### src/rtl/seq_detect_pkg.sv
// rtl/seq_detect_pkg.sv - shared types and helpers for the programmable sequence detector
package seq_detect_pkg;

  typedef enum logic {
    FILL  = 1'b0,
    ARMED = 1'b1
  } det_state_t;

  function automatic int len_w(input int max_len);
    return $clog2(max_len + 1);
  endfunction

  localparam int LEN_W = len_w(8);

  // Zero length is meaningless, so it becomes 1; oversize lengths pin to max_len.
  function automatic logic [31:0] clamp_len(input logic [31:0] raw, input int max_len);
    if (raw == 32'd0)
      return 32'd1;
    else if (raw > 32'(max_len))
      return 32'(max_len);
    else
      return raw;
  endfunction

endpackage

### src/rtl/sat_counter.sv
// rtl/sat_counter.sv - saturating up-counter with clear taking priority over increment
module sat_counter #(
  parameter int W = 16
) (
  input  logic         clk,
  input  logic         rst,
  input  logic         inc,
  input  logic         clr,
  output logic [W-1:0] count
);

  always_ff @(posedge clk) begin
    if (rst)
      count <= '0;
    else if (clr)
      count <= '0;
    else if (inc && (count != {W{1'b1}}))
      count <= count + 1'b1;
  end

endmodule

### src/rtl/seq_detect_param.sv
// rtl/seq_detect_param.sv - runtime-programmable serial pattern detector; SEQ_DETECT_MASK_EN adds cfg_mask
module seq_detect_param
  import seq_detect_pkg::*;
#(
  parameter int                MAX_LEN         = 8,
  parameter int                CNT_W           = 16,
  parameter logic [MAX_LEN-1:0] DEFAULT_PATTERN = MAX_LEN'(8'b0000_1011),
  parameter int                DEFAULT_LEN     = 4,
  parameter logic              DEFAULT_OVERLAP = 1'b1
) (
  input  logic                           clk,
  input  logic                           rst,
  input  logic                           in_valid,
  input  logic                           in_bit,
  input  logic                           cfg_we,
  input  logic [MAX_LEN-1:0]             cfg_pattern,
  input  logic [$clog2(MAX_LEN+1)-1:0]   cfg_len,
  input  logic                           cfg_overlap,
`ifdef SEQ_DETECT_MASK_EN
  input  logic [MAX_LEN-1:0]             cfg_mask,
`endif
  input  logic                           cnt_clr,
  output logic                           match,
  output logic [CNT_W-1:0]               match_count,
  output logic [$clog2(MAX_LEN+1)-1:0]   cur_len
);

  localparam int L_W = len_w(MAX_LEN);
  localparam logic [L_W-1:0] RST_LEN = L_W'(clamp_len(32'(DEFAULT_LEN), MAX_LEN));

  logic [MAX_LEN-1:0] pattern;
  logic [MAX_LEN-1:0] hist;
  logic [MAX_LEN-1:0] hist_next;
  logic [MAX_LEN-1:0] len_mask;
  logic [MAX_LEN-1:0] mask;
  logic [L_W-1:0]     len;
  logic [L_W-1:0]     fill;
  logic [L_W-1:0]     fill_next;
  logic [L_W:0]       fill_inc;
  logic               overlap;
  logic               cmp_en;
  logic               cmp_eq;
  logic               match_hit;
  det_state_t         state;
  det_state_t         state_next;

  assign hist_next = {hist[MAX_LEN-2:0], in_bit};
  assign fill_inc  = {1'b0, fill} + 1'b1;
  assign cur_len   = len;

`ifdef SEQ_DETECT_MASK_EN
  always_ff @(posedge clk) begin
    if (rst)
      mask <= '1;
    else if (cfg_we)
      mask <= cfg_mask;
  end
`else
  assign mask = '1;
`endif

  always_comb begin
    len_mask = '0;
    for (int i = 0; i < MAX_LEN; i++)
      len_mask[i] = (i < int'(len));
  end

  assign cmp_eq = (((hist_next ^ pattern) & mask & len_mask) == '0);

  // Compare only once the completing bit can fill the window.
  always_comb begin
    state_next = state;
    fill_next  = fill;
    cmp_en     = 1'b0;
    match_hit  = 1'b0;
    if (cfg_we) begin
      state_next = FILL;
      fill_next  = '0;
    end else if (in_valid) begin
      case (state)
        FILL:    cmp_en = (fill_inc == {1'b0, len});
        ARMED:   cmp_en = 1'b1;
        default: cmp_en = 1'b0;
      endcase
      match_hit = cmp_en && cmp_eq;
      if (match_hit && !overlap) begin
        fill_next  = '0;
        state_next = FILL;
      end else begin
        if (fill_inc <= {1'b0, len})
          fill_next = fill_inc[L_W-1:0];
        if (fill_inc >= {1'b0, len})
          state_next = ARMED;
      end
    end
  end

  always_ff @(posedge clk) begin
    if (rst) begin
      state <= FILL;
      fill  <= '0;
      match <= 1'b0;
    end else begin
      state <= state_next;
      fill  <= fill_next;
      match <= match_hit;
    end
  end

  always_ff @(posedge clk) begin
    if (rst) begin
      pattern <= DEFAULT_PATTERN;
      len     <= RST_LEN;
      overlap <= DEFAULT_OVERLAP;
      hist    <= '0;
    end else if (cfg_we) begin
      pattern <= cfg_pattern;
      len     <= L_W'(clamp_len(32'(cfg_len), MAX_LEN));
      overlap <= cfg_overlap;
      hist    <= '0;
    end else if (in_valid) begin
      hist <= hist_next;
    end
  end

  sat_counter #(
    .W(CNT_W)
  ) u_match_cnt (
    .clk   (clk),
    .rst   (rst),
    .inc   (match_hit),
    .clr   (cnt_clr),
    .count (match_count)
  );

endmodule

### config.mk
export PLATFORM = sky130hd
export DESIGN_NAME = seq_detect_param
export DESIGN_NICKNAME = d
export VERILOG_FILES = /design/src/rtl/seq_detect_pkg.sv /design/src/rtl/sat_counter.sv /design/src/rtl/seq_detect_param.sv
export SDC_FILE = /design/constraint.sdc
export NUM_CORES = 1
export LEC_CHECK = 0
export CAP_MARGIN = 20
export CELL_PAD_IN_SITES_DETAIL_PLACEMENT = 0
export CELL_PAD_IN_SITES_GLOBAL_PLACEMENT = 1
export CORE_UTILIZATION = 41
export DETAILED_ROUTE_END_ITERATION = 10
export MAX_ROUTING_LAYER = met4
export PLACE_DENSITY_LB_ADDON = 0.1
export SETUP_SLACK_MARGIN = 0.4
export SYNTH_ARGS = -nofsm -noshare
export SYNTH_HDL_FRONTEND = slang
export SYNTH_SLANG_ARGS = --single-unit
### constraint.sdc
create_clock -name clk -period 4.7 [get_ports clk]
set_input_delay 0.47 -clock clk [delete_from_list [all_inputs] [get_ports clk]]
set_output_delay 0.47 -clock clk [all_outputs]
set_load 0.01 [all_outputs]
==> impl_metrics.yaml <==
critical_path:
  worst-setup-path-type: "input port to flip-flop"
  startpoint_type: "input port"
  cp.required_ps: 4940
  reg2reg_from: "fill[0]"
  end_kind: "flip-flop"
  critPathMaxFanout: 32
  critPathLaunch: "cfg_we"
  arrival_ps: 3330
sta:
  skew_ps: 10.8
  finalWorstSetupSlack_ps: 1600
  period_share: 0.659
  max_freq_ghz: 0.323
  rsz0062_at_grt: "false"
  hold_violations: 0
  setup_viol: 0
  finalMaxSlewViolations: 0
  worst_pin_slew_ps: 788
  slew-limit-headroom: 0.473
  finalSetupTns_ps: 0
  period_minus_slack_ps: 3100
clock_network:
  clock_latency_ps: 300
  cts_tree: "yes"
  cts_buffers: 5
  clock-root-buffer: "clkbuf_8"
  clk_pin_slew_ps: 90
  cts_sinks: 42
  h-tree-depth: 2
  post_cts_buffers: 0
  clockBufferDepth: 2
  postCtsHoldBufs: 0
  post_cts_resize_count: 0
global_routing:
  grt_first_pass_wirelength_um: 7730
  grt.overflow.total: 0
  track_usage: 0.195
  grt_antenna_before_repair: 0
  grt_pass1_vias: 1574
  grt_max_degree: 33
power_and_ir_drop:
  combPwrFrac: 0.099
  power.density_nw_per_um2: 278
  power.internal_uw: 560
  power_switching_uw: 173
  p_leak_nw: 0.905
  switching_share: 0.236
  pwr-share-seq: 0.508
  ir_worst_vdd_uv: 143
  power_frac_clock: 0.393
worst_hold_path:
  min-delay-start: "u_match_cnt.count[11]"
  hp-class: "flip-flop to flip-flop"
yosys:
  yosys.area_share.simple: 0.234
  netlist_instances: 248
  synth_top_cell_area_share: 0.398
  synth_compound_area_frac: 0.183
  syn_nets: 273
  ys_warn_count: 0
  ys_ff_latch: 42
  syn_area_um2: 2110
  synth_edf_count: 0
  synth_top_family_by_area: "simple AND/OR/NAND/NOR gates"
  muxShareOfSynthArea: 0.0664
  synthArstFlopShare: 0
  synth_cell_types: 42
  synth_area_leaders: "dfxtp_1 (40%), mux2i_1 (6.6%), a21oi_1 (5.5%), nor2_1 (4.4%), xnor2_1 (4.1%)"
  yosys.area.top_type: "dfxtp_1"
  synth-xor-area-share: 0.0456
  avgSynthCellArea_um2: 8.51
  synthAdderAreaFrac: 0.0356
  yosys_most_used_dff: "dfxtp_1"
  synth_seq_area_share: 0.398
placement:
  dp_hpwl_um: 3330
  placed_area_um2: 2530
  io_buffer_count: 39
  gp_congestion: 0.745
  post-place-ws_ps: 1310
drt:
  first_pass_iters: 4
  drt_iter0_drc: 62
  ant_nets: 0
  num_vias: 1848
  drc: 0
  drt-wirelength-per-cell_um: 13.3
  vias_per_cell: 5.28
  routed_wl_um: 4640
final_layout:
  diodes: 0
  register_area_um2: 841
  final_area_um2: 2640
  fillers: 453
  multi_input_comb_area_um2: 1190
  drive_gt1_frac: 0.0424
  final_nets: 307
  syn_to_final_growth_pct: 25.0
  final_common_cell: "dfxtp_1"
  final_cell_mix: "dfxtp_1 (42), clkdlybuf4s50_1 (39), nor2_1 (25)"
die:
  dieArea_um2: 5440
  ios: 40
  die_height_um: 73.8
  core_um2: 4850
  fp.dieW_um: 73.8
  placementRows: 25
  start_util: 0.435
run_status:
  outcome: "finished clean"
flow_run:
  maxCapViolCount: 0
[stage by stage]
step	cells	utilization	power (mW)	hold WS [ps]
2_1_floorplan	248	-	0.424	477
3_3_place_gp	342	0.522	0.454	482
3_5_place_dp	342	0.522	0.453	488
4_1_cts	350	0.544	0.742	501
5_1_grt	350	0.544	0.769	532
6_report	350	0.544	0.733	493
[power by group through the flow]
stage               Combinational, mW  Clock (mW)  Sequential, mW
finish                         0.0728       0.288           0.372
global route                   0.0817       0.313           0.374
CTS                            0.0733       0.296           0.372
detailed placement             0.0727           0           0.381
global placement               0.0730           0           0.381
floorplan                      0.0451           0           0.379
[logic make-up (layout without fill, tap and decap cells)]
| kind of cell | after synthesis | after routing |
|---|---|---|
| AND/OR/NAND/NOR | 96 | 96 |
| XOR/XNOR | 11 | 11 |
| multiplexers | 14 | 14 |
| flip-flops | 42 | 42 |
| AO/OA/AOI/OAI | 61 | 61 |
| adder cells (fa/ha/maj) | 6 | 6 |
| buffers and inverters | 18 | 53 |
[final timing paths]
path	end	slack (ps)	cells after the start
worst max-delay path	u_match_cnt.count[9]	1600	7
worst max register to register	u_match_cnt.count[9]	1610	9
worst min register to register	u_match_cnt.count[11]	490	2
worst min-delay path	u_match_cnt.count[11]	490	2
[critical path: stages]
cell and delay, ps:
clkdlybuf4s50_1 820, clkinv_1 270, nand2_1 90, a2111oi_2 400, nand3_2 470, or4_1 650, a21oi_1 150
[synth_stat cells (2+ instances only)]
library cell / count
or4_1: 8
inv_1: 4
nor3_1: 5
o21ai_0: 12
nor2b_1: 5
dfxtp_1: 42
xnor2_1: 10
or2_2: 2
ha_1: 6
mux2i_1: 14
o32ai_1: 2
o31ai_1: 8
a211o_1: 5
clkbuf_1: 7
nor2_1: 25
clkinv_1: 2
nand4_1: 2
or3_1: 7
and3_1: 6
a21oi_1: 23
buf_1: 3
a31oi_1: 2
o21a_1: 2
nand2_1: 19
nand3_1: 10
[layer usage]
metal	up-vias	share of wire	GRT usage
met1	836	0.56	0.294
li1	970	-	-
met5	-	0	-
met4	0	0.019	0.0897
met2	34	0.38	0.244
met3	8	0.041	0.0370
[cell type report]
| cell class | instances | area share |
|---|---|---|
| repair buffers | 39 | 0.148 |
| flip-flops and latches | 42 | 0.319 |
| well taps | 67 | 0.0318 |
| clock buffers | 6 | 0.0275 |
| inverters | 6 | 0.00853 |
| multi-input cells | 188 | 0.451 |
| clock inverters | 2 | 0.0142 |
[state kept, by name (all words and copies together) (netlist names)]
name	count
cur_len	4
hist	7
overlap	1
fill	4
match	1
u_match_cnt.count	16
pattern	8
state	1
Note: power is estimated with default switching activity, not from simulation.
